`src/rtl/alimentador_anillo_pkg.sv`:
```
// Shared constants and types for the ring matrix feeder.
package anillo_pkg;
   localparam int WIDTH  = 16;
   localparam int N      = 4;
   localparam int IDX_W  = $clog2(N);
   localparam int PASO_W = 3;

   typedef enum logic {
      IDLE = 1'b0,
      RUN  = 1'b1
   } estado_t;
endpackage

```
`src/rtl/alimentador_anillo_if.sv`:
```
// Host-side write/start port and ring-side a-operand outputs of the feeder.
interface alimentador_anillo_if #(
   parameter int WIDTH = anillo_pkg::WIDTH
);
   logic                       wr_en;
   logic [anillo_pkg::IDX_W-1:0] wr_row;
   logic [anillo_pkg::IDX_W-1:0] wr_col;
   logic [WIDTH-1:0]           wr_data;
   logic                       start;
   logic                       stall;
   logic [WIDTH-1:0]           a1;
   logic [WIDTH-1:0]           a2;
   logic [WIDTH-1:0]           a3;
   logic [WIDTH-1:0]           a4;
   logic                       a_valid;
   logic                       busy;
   logic                       done;

   modport master (
      output wr_en, wr_row, wr_col, wr_data, start, stall,
      input  a1, a2, a3, a4, a_valid, busy, done
   );

   modport slave (
      input  wr_en, wr_row, wr_col, wr_data, start, stall,
      output a1, a2, a3, a4, a_valid, busy, done
   );
endinterface

```
`src/rtl/alimentador_anillo_memoria.sv`:
```
// N x N coefficient register file; port p reads the diagonal element of row p.
module memoria_coef
   import anillo_pkg::*;
#(
   parameter int WIDTH = anillo_pkg::WIDTH,
   parameter int N     = anillo_pkg::N
) (
   input  logic                      clk,
   input  logic                      reset,
   input  logic                      we,
   input  logic [IDX_W-1:0]          w_row,
   input  logic [IDX_W-1:0]          w_col,
   input  logic [WIDTH-1:0]          w_data,
   input  logic [IDX_W-1:0]          paso,
   output logic [N-1:0][WIDTH-1:0]   rd
);

   logic [N-1:0][N-1:0][WIDTH-1:0] mem_q, mem_d;

   always_comb begin
      mem_d = mem_q;
      if (we) mem_d[w_row][w_col] = w_data;
   end

   always_ff @(posedge clk or negedge reset) begin
      if (!reset) mem_q <= '0;
      else        mem_q <= mem_d;
   end

   // Column index wraps naturally in IDX_W bits, giving the mod-N skew.
   for (genvar p = 0; p < N; p++) begin : g_rd
      logic [IDX_W-1:0] col;
      assign col   = IDX_W'(p) + paso;
      assign rd[p] = mem_q[p][col];
   end

endmodule

```
`src/rtl/alimentador_anillo.sv`:
```
// Streams the stored matrix into the ring's a-inputs in diagonal-skewed beats.
module alimentador_anillo
   import anillo_pkg::*;
#(
   parameter int WIDTH = anillo_pkg::WIDTH,
   parameter int N     = anillo_pkg::N
) (
   input  logic                 clk,
   input  logic                 reset,
   alimentador_anillo_if.slave  bus
);

   estado_t                   state_q, state_d;
   logic [PASO_W-1:0]         paso_q, paso_d;
   logic [N-1:0][WIDTH-1:0]   a_q, a_d;
   logic                      a_valid_q, a_valid_d;
   logic                      busy_q, busy_d;
   logic                      done_q, done_d;

   logic [N-1:0][WIDTH-1:0]   rd;
   logic                      we;
   logic                      ultimo;

   // Writes only land while idle and not in the same edge a run begins.
   assign we     = bus.wr_en && (state_q == IDLE) && !bus.start;
   assign ultimo = (paso_q == PASO_W'(N));

   memoria_coef #(.WIDTH(WIDTH), .N(N)) u_mem (
      .clk    (clk),
      .reset  (reset),
      .we     (we),
      .w_row  (bus.wr_row),
      .w_col  (bus.wr_col),
      .w_data (bus.wr_data),
      .paso   (paso_q[IDX_W-1:0]),
      .rd     (rd)
   );

   always_ff @(posedge clk or negedge reset) begin
      if (!reset) begin
         state_q   <= IDLE;
         paso_q    <= '0;
         a_q       <= '0;
         a_valid_q <= 1'b0;
         busy_q    <= 1'b0;
         done_q    <= 1'b0;
      end else begin
         state_q   <= state_d;
         paso_q    <= paso_d;
         a_q       <= a_d;
         a_valid_q <= a_valid_d;
         busy_q    <= busy_d;
         done_q    <= done_d;
      end
   end

   always_comb begin
      state_d = state_q;
      case (state_q)
         IDLE:    if (bus.start) state_d = RUN;
         RUN:     if (!bus.stall && ultimo) state_d = IDLE;
         default: state_d = IDLE;
      endcase
   end

   // A stalled RUN cycle keeps every register, so the beat is re-presented.
   always_comb begin
      paso_d    = paso_q;
      a_d       = a_q;
      a_valid_d = a_valid_q;
      busy_d    = busy_q;
      done_d    = 1'b0;
      case (state_q)
         IDLE: begin
            if (bus.start) begin
               a_d       = rd;
               a_valid_d = 1'b1;
               busy_d    = 1'b1;
               paso_d    = PASO_W'(1);
            end
         end
         RUN: begin
            if (!bus.stall) begin
               if (ultimo) begin
                  a_d       = '0;
                  a_valid_d = 1'b0;
                  busy_d    = 1'b0;
                  done_d    = 1'b1;
                  paso_d    = '0;
               end else begin
                  a_d    = rd;
                  paso_d = paso_q + PASO_W'(1);
               end
            end
         end
         default: ;
      endcase
   end

   assign bus.a1      = a_q[0];
   assign bus.a2      = a_q[1];
   assign bus.a3      = a_q[2];
   assign bus.a4      = a_q[3];
   assign bus.a_valid = a_valid_q;
   assign bus.busy    = busy_q;
   assign bus.done    = done_q;

endmodule
```
`src/flat_wrapper.sv`:
```
// flat-port wrapper written by rule: the top's interface ports become plain ports
module alimentador_anillo_flat import anillo_pkg::*;
#(
   parameter int WIDTH = anillo_pkg::WIDTH,
   parameter int N     = anillo_pkg::N
)
  (clk, reset, bus_wr_en, bus_wr_row, bus_wr_col, bus_wr_data, bus_start, bus_stall, bus_a1, bus_a2, bus_a3, bus_a4, bus_a_valid, bus_busy, bus_done);
  alimentador_anillo_if #(.WIDTH(WIDTH)) bus_i ();
  input  logic clk;
  input  logic reset;
  input wire logic [$bits(bus_i.wr_en)-1:0] bus_wr_en;
  input wire logic [$bits(bus_i.wr_row)-1:0] bus_wr_row;
  input wire logic [$bits(bus_i.wr_col)-1:0] bus_wr_col;
  input wire logic [$bits(bus_i.wr_data)-1:0] bus_wr_data;
  input wire logic [$bits(bus_i.start)-1:0] bus_start;
  input wire logic [$bits(bus_i.stall)-1:0] bus_stall;
  output wire logic [$bits(bus_i.a1)-1:0] bus_a1;
  output wire logic [$bits(bus_i.a2)-1:0] bus_a2;
  output wire logic [$bits(bus_i.a3)-1:0] bus_a3;
  output wire logic [$bits(bus_i.a4)-1:0] bus_a4;
  output wire logic [$bits(bus_i.a_valid)-1:0] bus_a_valid;
  output wire logic [$bits(bus_i.busy)-1:0] bus_busy;
  output wire logic [$bits(bus_i.done)-1:0] bus_done;
  assign bus_i.wr_en = bus_wr_en;
  assign bus_i.wr_row = bus_wr_row;
  assign bus_i.wr_col = bus_wr_col;
  assign bus_i.wr_data = bus_wr_data;
  assign bus_i.start = bus_start;
  assign bus_i.stall = bus_stall;
  assign bus_a1 = bus_i.a1;
  assign bus_a2 = bus_i.a2;
  assign bus_a3 = bus_i.a3;
  assign bus_a4 = bus_i.a4;
  assign bus_a_valid = bus_i.a_valid;
  assign bus_busy = bus_i.busy;
  assign bus_done = bus_i.done;
  alimentador_anillo #(.WIDTH(WIDTH), .N(N)) u_core (.clk(clk), .reset(reset), .bus(bus_i));
endmodule
```
`config.mk`:
```
export PLATFORM = sky130hd
export DESIGN_NAME = alimentador_anillo_flat
export DESIGN_NICKNAME = d
export VERILOG_FILES = /design/src/rtl/alimentador_anillo_pkg.sv /design/src/rtl/alimentador_anillo_if.sv /design/src/rtl/alimentador_anillo_memoria.sv /design/src/rtl/alimentador_anillo.sv /design/src/flat_wrapper.sv
export SDC_FILE = /design/constraint.sdc
export NUM_CORES = 1
export LEC_CHECK = 0
export BUFFER_PORTS_ARGS = -buffer_cell sky130_fd_sc_hd__buf_2
export CORE_MARGIN = 8
export CORE_UTILIZATION = 55
export CTS_CLUSTER_DIAMETER = 200
export DETAILED_ROUTE_END_ITERATION = 6
export HOLD_SLACK_MARGIN = 0.12
export PLACE_DENSITY_LB_ADDON = 0.12
export SKIP_CTS_REPAIR_TIMING = 1
export SLEW_MARGIN = 20
export SYNTH_ARGS = -nofsm -noshare
export SYNTH_HDL_FRONTEND = slang
export SYNTH_SLANG_ARGS = --single-unit
```
`constraint.sdc`:
```
create_clock -name clk -period 2.2 [get_ports clk]
set_input_delay 0.22 -clock clk [delete_from_list [all_inputs] [get_ports clk]]
set_output_delay 0.22 -clock clk [all_outputs]
set_load 0.01 [all_outputs]
```
==> results of run 1 <==
==> layout make-up <==
cell class	instances	area [sq um]	share of cell area, %
clock buffers	55	1070	6.66
clock inverters	5	53.8	0.334
inverters	3	11.3	0.0699
multi-input cells	432	5530	34.3
flip-flops and latches	326	8160	50.7
well taps	330	413	2.56
repair buffers	125	866	5.38
==> Yosys cell counts (all sizes together) <==
cell	n	area, sq um
dfrtp	326	8160
nor4	1	21.3
nor2	6	32.5
buf	43	294
a22o	65	569
mux2	256	3070
a21o	1	7.51
o21a	1	7.51
and3b	1	8.76
nand2	5	18.8
a21oi	1	5.00
and3	3	18.8
nand3	9	135
inv	3	11.3
nand3b	1	20.0
and4	1	8.76
nor3b	1	7.51
nor3	1	5.00
a22oi	2	15.0
ha	2	25.0
o22ai	2	12.5
nor2b	3	18.8
and2b	2	15.0
o21bai	1	7.51
nor4b	1	23.8
nand4	1	21.3
clkbuf	28	105
o21ai	1	5.00
mux4	64	1440
==> cells by family after synthesis <==
group                    count (synthesis)  share of synthesized area [%]
flip-flops                             326                           57.9
multiplexers                           320                           32.0
AO/OA/AOI/OAI                           74                           4.47
buffers and inverters                   74                           2.91
AND/OR/NAND/NOR                         36                           2.52
adder cells (fa/ha/maj)                  2                          0.178
==> worst min-delay path by stage <==
stage          slack [ns]                             endpoint           start
2_1_floorplan       -0.08         u_core.bus.a1[0]$_DFFE_PN0P_           reset
3_3_place_gp         0.19        u_core.bus.a4[13]$_DFFE_PN0P_           reset
3_5_place_dp         0.20        u_core.bus.a4[13]$_DFFE_PN0P_           reset
4_1_cts             -0.34  u_core.u_mem.mem_q[244]$_DFFE_PN0P_           reset
5_1_grt              0.22   u_core.u_mem.mem_q[73]$_DFFE_PN0P_  bus_wr_data[9]
6_report             0.21  u_core.u_mem.mem_q[104]$_DFFE_PN0P_  bus_wr_data[8]
==> routing by layer <==
layer  wire length [um]  vias up  share of wire (%)  global-route usage [%]
li1                   -     3297                  -                       -
met1              13700     4194                 43                    27.9
met2              16000      185                 50                    35.4
met3               1380       49                4.3                    3.57
met4                609        0                1.9                    6.22
met5                  0        -                  0                       0
==> flip-flops by register name, summed over array words and instances, names as in the netlist <==
signal              count
u_core.u_mem.mem_q    256
u_core.bus.a1          16
u_core.bus.a2          16
u_core.bus.a3          16
u_core.bus.a4          16
u_core.paso_q           3
u_core.bus.a_valid      1
u_core.bus.done         1
u_core.state_q          1
==> critical path, cell delays in order (launching register included) <==
cell and delay, ns:
dfrtp_4 0.45, inv_1 0.05, ha_1 0.29, buf_4 0.36, mux4_2 0.37, a22o_1 0.19
==> power by group <==
part           internal, mW  total [mW]  switching, mW
Clock                  3.46        5.75           2.28
Combinational          1.76        3.68           1.92
Sequential             6.77        7.23          0.464
Total                  12.0        16.7           4.67
==> through the flow <==
| stage | cell area (sq um) | hold slack [ns] | setup WS [ns] | power, mW | cells |
|---|---|---|---|---|---|
| global route | 16100 | 0.223 | 0.252 | 17.4 | 1276 |
| finish | 16100 | 0.211 | 0.337 | 16.7 | 1276 |
| detailed placement | 15000 | 0.195 | 0.357 | 11.1 | 1213 |
| CTS | 16100 | -0.342 | 0.332 | 16.8 | 1273 |
| global placement | 15000 | 0.187 | 0.396 | 10.9 | 1213 |
| floorplan | 14100 | -0.0756 | 0.00710 | 9.76 | 832 |
==> flow_summary.json, run 1 <==
{
  "outcome": "finished clean",
  "clk_latency_ns": 0.51,
  "fillers": 1749,
  "boundaryPins": 92,
  "rrSetupSlack_ns": 0.34,
  "dp_hpwl_mm": 19.8,
  "routed-via-count": 7725,
  "nNetsFinal": 951,
  "synth_cell_types": 38,
  "cts_tree": "yes",
  "required_ns": 2.58,
  "die_w_um": 176,
  "design.die.area_sq_um": 31000,
  "gp_congestion": 0.752,
  "grt_max_degree": 60,
  "antenna_left": 0,
  "cts_buffers": 36,
  "drt_first_pass_iters": 5,
  "ys_ff_latch": 326,
  "reg2reg_depth": 5,
  "start_util_pct": 56.0,
  "finalCritPeriodShare_pct": 84.7,
  "worstSetupPathType": "reg -> reg",
  "drv_cap": 0,
  "overflow": 0,
  "die_h_um": 176,
  "drive_gt1_share_pct": 49.9,
  "num_rows": 58,
  "track_usage_pct": 21.1,
  "end_kind": "flip-flop",
  "cts.sinks": 326,
  "synth_warnings": 0,
  "antenna_found_initial": 0,
  "final_max_slew_viol_count": 0,
  "clk_pin_slew_ns": 0.06,
  "clockBufferDepth": 3,
  "routedWlPerCell_um": 24.8,
  "relSlewSlack_pct": 61.2,
  "viasPerCell": 6.05,
  "routed_wl_mm": 31.7,
  "hold_class": "in -> reg",
  "portBuffers": 91,
  "diodes": 0,
  "yosysSeqAreaShare_pct": 57.9,
  "layout.cells.most_common": "dfrtp_1",
  "power.leakage_nw": 8.09,
  "path_max_fanout": 23,
  "whs_path_depth": 2,
  "rr_endpoint": "u_core.bus.a4[6]$_DFFE_PN0P_",
  "finalHoldViolCount": 0,
  "fin_skew_ns": 0.0215,
  "final-setup-viol-count": 0,
  "grt_pass1_vias": 8921,
  "syn2layout_area_growth_pct": 14.3,
  "dr.first_iter.drc_count": 438,
  "synth_fp_nets": 859,
  "cp-endpoint": "u_core.bus.a4[6]$_DFFE_PN0P_",
  "drc": 0,
  "grt_setup_unrepaired": "false",
  "mappedNetlistArea_sq_um": 14100,
  "arrival_ns": 2.24,
  "worstMarginPinSlew_ns": 0.582,
  "start_kind": "flip-flop",
  "synth_cells": 832,
  "clock-root-buffer": "clkbuf_16",
  "cp-startpoint": "u_core.paso_q[0]$_DFFE_PN0P_",
  "finalSetupTns_ns": 0,
  "worstReg2RegStart": "u_core.paso_q[0]$_DFFE_PN0P_",
  "final_util_pct": 64.0,
  "grt_pass1_wl_mm": 51.3,
  "ir_drop_v": 0.000864,
  "coreArea_sq_um": 25200,
  "p_per_area_nw_per_um2": 1030,
  "final_cell_mix": "dfrtp_1, mux2_2, buf_2",
  "htreeDepth": 2,
  "fmax_mhz": 537,
  "avgSynthCellArea_sq_um": 16.9,
  "fin_crit_ns": 1.86
}
Note: power is estimated with default switching activity, not from simulation.
==> run 2, diff against run 1 <==
==> constraint.sdc (replaced) <==
create_clock -name clk -period 1.9 [get_ports clk]
set_input_delay 0.19 -clock clk [delete_from_list [all_inputs] [get_ports clk]]
set_output_delay 0.19 -clock clk [all_outputs]
set_load 0.01 [all_outputs]
==> flow_summary.json, run 2 (synthesis gave the netlist of run 1 again) <==
{
  "outcome": "finished clean",
  "cts.sinks": 326,
  "switchingPower_mw": 5.41,
  "fin_skew_ns": 0.0144,
  "clk_latency_ns": 0.51,
  "sw_frac_of_total_pct": 27.1,
  "drt_first_pass_iters": 4,
  "cts_buffers": 36,
  "comb_power_share_pct": 22.1,
  "fmax_mhz": 564,
  "htreeDepth": 2,
  "routedWlPerCell_um": 24.0,
  "track_usage_pct": 20.4,
  "drc": 0,
  "cp-endpoint": "u_core.u_mem.mem_q[13]$_DFFE_PN0P_",
  "worstSetupPathType": "in -> reg",
  "reg2reg_depth": 4,
  "stdcell_area_sq_um": 16400,
  "start_kind": "input pin",
  "placed_area_sq_um": 15100,
  "num_rows": 58,
  "final_max_slew_viol_count": 0,
  "antenna_found_initial": 4,
  "largest_register_ffs": 256,
  "arrival_ns": 2.15,
  "portBuffers": 91,
  "layoutNonFillerInstCount": 1287,
  "grt_pass1_vias": 8669,
  "worstMarginPinSlew_ns": 0.466,
  "syn2layout_area_growth_pct": 16.1,
  "hold_class": "in -> reg",
  "worstReg2RegStart": "u_core.state_q$_DFF_PN0_",
  "drv_cap": 0,
  "nNetsFinal": 958,
  "seqPwrFrac_pct": 41.9,
  "cp-startpoint": "bus_start",
  "finalHoldViolCount": 0,
  "p_per_area_nw_per_um2": 1220,
  "final-setup-viol-count": 0,
  "clock-root-buffer": "clkbuf_16",
  "grt_setup_unrepaired": "false",
  "internal-power_mw": 14.6,
  "die_w_um": 176,
  "clockBufferDepth": 3,
  "design.die.area_sq_um": 31000,
  "pwr-share-clk_pct": 36.1,
  "grt_pass1_wl_mm": 50.1,
  "relSlewSlack_pct": 68.9,
  "final_cell_mix": "dfrtp_1, mux2_2, buf_2",
  "start_util_pct": 56.0,
  "power.leakage_nw": 8.20,
  "ir_drop_v": 0.000759,
  "finalCritPeriodShare_pct": 93.3,
  "fin_crit_ns": 1.77,
  "dr.first_iter.drc_count": 401,
  "rr_endpoint": "u_core.u_mem.mem_q[30]$_DFFE_PN0P_",
  "clk_pin_slew_ns": 0.06,
  "routed_wl_mm": 30.9,
  "overflow": 0,
  "coreArea_sq_um": 25200,
  "antenna_left": 0,
  "slowest_delay_ns": 0.54,
  "routed-via-count": 7675,
  "rrSetupSlack_ns": 0.17,
  "required_ns": 2.28,
  "path_max_fanout": 16,
  "grt_max_degree": 60,
  "viasPerCell": 5.96,
  "cp_cell_sequence": "dlygate4sd3_1, buf_2, nor3b_2, buf_12, nand3_4, mux2_1",
  "cts_tree": "yes",
  "fillers": 1751,
  "end_kind": "flip-flop",
  "register_area_sq_um": 8160,
  "die_h_um": 176,
  "boundaryPins": 92,
  "multiInputGateArea_sq_um": 5540,
  "drive_gt1_share_pct": 50.9,
  "cp_slowest_cell": "dlygate4sd3_1",
  "dp_cells": 1220,
  "power_mw": 20.0,
  "top_register": "u_core.u_mem.mem_q",
  "gp_congestion": 0.750,
  "layout.cells.most_common": "dfrtp_1",
  "dp_hpwl_mm": 19.7
}
==> run 2: cell count changes in the layout (fill, tap and decap cells not counted) <==
cell / previous run / this run
diode_2: 0 / 1
clkinv_2: 3 / 6
ha_4: 0 / 1
inv_6: 1 / 0
clkbuf_1: 10 / 7
ha_1: 2 / 1
buf_12: 11 / 16
bufinv_16: 1 / 5
inv_4: 0 / 1
inv_1: 3 / 2
buf_4: 20 / 22
==> run 2: critical path: cells and delay by family <==
kind | cells | cell delay (ns)
muxes | 1 | 0.42
and+or+nand+nor | 2 | 0.60
buffers and inverters | 3 | 0.92
==> run 2: area by class of cell <==
class / instances / area share, %
clock inverter: 11 / 1.10
clock buffer: 52 / 6.49
tap: 330 / 2.52
sequential: 326 / 49.9
timing repair buffer: 132 / 6.00
multi-input combinational: 432 / 33.9
antenna: 1 / 0.0153
inverter: 3 / 0.0841
==> run 2: worst min-delay path by stage <==
stage / cells past startpoint / endpoint / from
floorplan: 0 / u_core.bus.a1[0]$_DFFE_PN0P_ / reset
global placement: 1 / u_core.u_mem.mem_q[237]$_DFFE_PN0P_ / reset
detailed placement: 1 / u_core.u_mem.mem_q[237]$_DFFE_PN0P_ / reset
CTS: 1 / u_core.u_mem.mem_q[237]$_DFFE_PN0P_ / reset
global route: 2 / u_core.u_mem.mem_q[103]$_DFFE_PN0P_ / bus_wr_data[7]
finish: 2 / u_core.u_mem.mem_q[71]$_DFFE_PN0P_ / bus_wr_data[7]
==> run 2: routing by layer <==
| metal | global-route usage [%] | wire length (um) | up-vias | share of wire, % |
|---|---|---|---|---|
| met4 | 5.02 | 522 | 6 | 1.7 |
| met3 | 3.89 | 1470 | 46 | 4.8 |
| met5 | 0 | 34 | - | 0.11 |
| li1 | - | - | 3302 | - |
| met2 | 34.7 | 15800 | 164 | 51 |
| met1 | 26.7 | 13000 | 4157 | 42 |
==> run 2: power by group through the flow <==
stage / Clock [mW] / Combinational, mW / Sequential [mW]
final: 7.21 / 4.41 / 8.37
after CTS: 7.35 / 4.51 / 8.37
after global placement: 0 / 4.39 / 8.39
after floorplan: 0 / 3.09 / 8.41
after global routing: 7.63 / 4.76 / 8.47
after detailed placement: 0 / 4.49 / 8.47
==> run 2: metrics by stage <==
stage	setup slack, ns	util [%]	TNS, ns	hold WS [ns]
final	0.127	65.0	0	0.150
after CTS	0.160	64.8	0	-0.371
after global routing	0.0839	65.0	0	0.178
after detailed placement	0.162	59.9	0	0.160
after global placement	0.218	59.9	0	0.152
after floorplan	-0.0215	-	-0.105	-0.106
==> run 3, diff against run 2 <==
--- a/config.mk
+++ b/config.mk
@@ -6,6 +6,7 @@
 export NUM_CORES = 1
 export LEC_CHECK = 0
 export BUFFER_PORTS_ARGS = -buffer_cell sky130_fd_sc_hd__buf_2
+export CORE_ASPECT_RATIO = 0.7
 export CORE_MARGIN = 8
 export CORE_UTILIZATION = 55
 export CTS_CLUSTER_DIAMETER = 200
@@ -16,4 +17,5 @@
 export SLEW_MARGIN = 20
 export SYNTH_ARGS = -nofsm -noshare
 export SYNTH_HDL_FRONTEND = slang
+export SYNTH_HIERARCHICAL = 1
 export SYNTH_SLANG_ARGS = --single-unit
==> constraint.sdc (replaced) <==
create_clock -name clk -period 1.5 [get_ports clk]
set_input_delay 0.15 -clock clk [delete_from_list [all_inputs] [get_ports clk]]
set_output_delay 0.15 -clock clk [all_outputs]
set_load 0.01 [all_outputs]
==> flow_summary.json, run 3 <==
{
  "seqPwrFrac_pct": 41.2,
  "cp-startpoint": "u_core/state_q$_DFF_PN0_",
  "synth.area.mux_share_pct": 31.5,
  "p_per_area_nw_per_um2": 1550,
  "synth_top_family_by_area": "multiplexers",
  "worstSetupPathType": "reg -> reg",
  "yosys.area.top_type": "dfrtp_1",
  "drive_gt1_share_pct": 56.6,
  "grt_setup_unrepaired": "true",
  "syn2layout_area_growth_pct": 24.6,
  "arrival_ns": 2.27,
  "grt_pass1_wl_mm": 50.3,
  "antenna_left": 0,
  "rrSetupSlack_ns": -0.33,
  "comb_power_share_pct": 29.7,
  "synth_most_common_cell": "dfrtp_1",
  "grt_max_degree": 72,
  "slowest_delay_ns": 0.39,
  "synth_xor_area_share_pct": 0,
  "fin_crit_ns": 1.83,
  "fmax_mhz": 546,
  "routed-via-count": 8004,
  "synth_compound_area_share_pct": 4.34,
  "grt_pass1_vias": 8656,
  "failed_checks": "setup timing",
  "clock-root-buffer": "clkbuf_16",
  "stdcell_area_sq_um": 17400,
  "switchingPower_mw": 7.73,
  "worstMarginPinSlew_ns": 0.389,
  "end_kind": "flip-flop",
  "sw_frac_of_total_pct": 28.7,
  "drt_first_pass_iters": 5,
  "synth_fp_nets": 854,
  "boundaryPins": 92,
  "clk_pin_slew_ns": 0.06,
  "design.die.area_sq_um": 30800,
  "cp_slowest_cell": "dfrtp_1",
  "start_kind": "flip-flop",
  "avgSynthCellArea_sq_um": 16.9,
  "cts.sinks": 326,
  "async_flop_share_pct": 100,
  "viasPerCell": 5.99,
  "fillers": 1560,
  "antenna_found_initial": 4,
  "finalCritPeriodShare_pct": 122,
  "portBuffers": 91,
  "setup_slack_ns": -0.333,
  "track_usage_pct": 20.9,
  "die_h_um": 149,
  "yosysSeqAreaShare_pct": 58.5,
  "layout.cells.most_common": "dfrtp_1",
  "final_util_pct": 70.1,
  "pre_cts_ws_ns": -0.353,
  "internal-power_mw": 19.2,
  "final-setup-viol-count": 323,
  "ir_drop_v": 0.00101,
  "routed_wl_mm": 34.6,
  "ys.flop_type": "dfrtp_1",
  "drc": 0,
  "worstHoldStart": "bus_wr_data[12]",
  "largest_register_ffs": 256,
  "finalHoldViolCount": 0,
  "start_util_pct": 56.2,
  "die_w_um": 206,
  "drv_cap": 0,
  "fin_skew_ns": 0.00877,
  "synth_cells": 827,
  "top_register": "u_core/u_mem/mem_q",
  "ys_ff_latch": 326,
  "holdWs_ns": 0.132,
  "power.leakage_nw": 8.67,
  "clk_latency_ns": 0.56,
  "clockBufferDepth": 3,
  "required_ns": 1.93,
  "final_max_slew_viol_count": 0,
  "synth_edf_count": 0,
  "synth_warnings": 6,
  "synth-simple-area-share_pct": 1.72,
  "mappedNetlistArea_sq_um": 14000,
  "pwr-share-clk_pct": 29.1,
  "synthTopCellsByArea": "dfrtp_1, mux2_2, mux4_2",
  "final_cell_mix": "dfrtp_1, mux2_2, mux2_4",
  "routedWlPerCell_um": 25.9,
  "relSlewSlack_pct": 74.1,
  "synth_commonest_cells": "dfrtp_1, mux2_2, a22o_1, mux4_2, buf_2",
  "cts_tree": "yes",
  "hold_class": "in -> reg",
  "overflow": 0,
  "gp_congestion": 0.769,
  "cp_cell_sequence": "nor2_2, and2_4, nand3b_1, buf_6, nor2_4, buf_12, mux2_2",
  "synth_top_area_share_pct": 58.5,
  "num_rows": 48,
  "synth_cell_types": 35,
  "dr.first_iter.drc_count": 431,
  "worstReg2RegStart": "u_core/state_q$_DFF_PN0_",
  "placed_area_sq_um": 15500,
  "dp_hpwl_mm": 20.6,
  "outcome": "finished with violations",
  "nNetsFinal": 1013,
  "htreeDepth": 1,
  "cts_buffers": 31,
  "coreArea_sq_um": 24800,
  "yosys.area_share.adder_pct": 0.179,
  "path_max_fanout": 8
}
run 3: cell types whose count changed after synthesis, sizes merged, moves of 3 or more:
cell / change
nand3: -8
buf: +16
nand2b: +3
or3: +3
nor2: +11
clkbuf: -20
run 3: cell type report:
cell class | count | area, sq um | area share (%)
Inverter | 4 | 27.5 | 0.158
Clock inverter | 6 | 62.6 | 0.360
Antenna cell | 1 | 2.50 | 0.0144
Clock buffer | 51 | 971 | 5.58
Tap cell | 325 | 407 | 2.34
Timing Repair Buffer | 192 | 1990 | 11.4
Multi-Input combinational cell | 431 | 5770 | 33.2
Sequential cell | 326 | 8160 | 46.9
run 3: layer usage:
layer / vias up / GRT usage (%) / part of all wire, %
met1: 4328 / 29.7 / 45
met3: 49 / 3.88 / 6.8
met4: 6 / 4.81 / 1.7
met5: - / 0 / 0.12
met2: 208 / 33.2 / 46
li1: 3413 / - / -
run 3: logic make-up (layout without fill, tap and decap cells):
family / after synthesis / in the layout
muxes: 320 / 320
buffers and inverters: 71 / 253
adders and majority gates: 2 / 2
AOI/OAI and AO/OA: 71 / 72
and+or+nand+nor: 37 / 37
DFF: 326 / 326
other: 0 / 1
run 3: per-stage QoR:
step                cells  total power [mW]  TNS [ns]
detailed placement   1235              17.6    -83.37
CTS                  1292              25.4    -87.32
global placement     1235              17.2    -61.63
global route         1336              28.1    -96.08
floorplan             827              15.8    -55.22
finish               1336              26.9    -80.00
run 3: worst max-delay path, delay by kind of cell, from the launching register on:
family	cells	cell delay (ns)
flip-flops	1	0.39
AND/OR/NAND/NOR	4	0.65
buffers and inverters	2	0.33
multiplexers	1	0.34
run 3: final timing paths:
| kind | endpoint | cells past startpoint |
|---|---|---|
| setup / recovery | u_core/u_mem/mem_q[115]$_DFFE_PN0P_ | 7 |
| hold / removal | u_core/u_mem/mem_q[172]$_DFFE_PN0P_ | 2 |
| setup reg to reg | u_core/u_mem/mem_q[115]$_DFFE_PN0P_ | 7 |
| hold reg to reg | u_core/bus.a4[8]$_DFFE_PN0P_ | 1 |
| max in group asynchronous | u_core/u_mem/mem_q[22]$_DFFE_PN0P_ | 4 |
| min in group asynchronous | u_core/bus.a4[9]$_DFFE_PN0P_ | 3 |
run 3: power by group through the flow:
stage	logic [mW]	registers, mW	clock network (mW)
6_report	8.00	11.1	7.84
5_1_grt	8.49	11.2	8.34
4_1_cts	6.35	11.1	7.98
3_5_place_dp	6.33	11.2	0
3_3_place_gp	6.13	11.1	0
2_1_floorplan	4.66	11.2	0
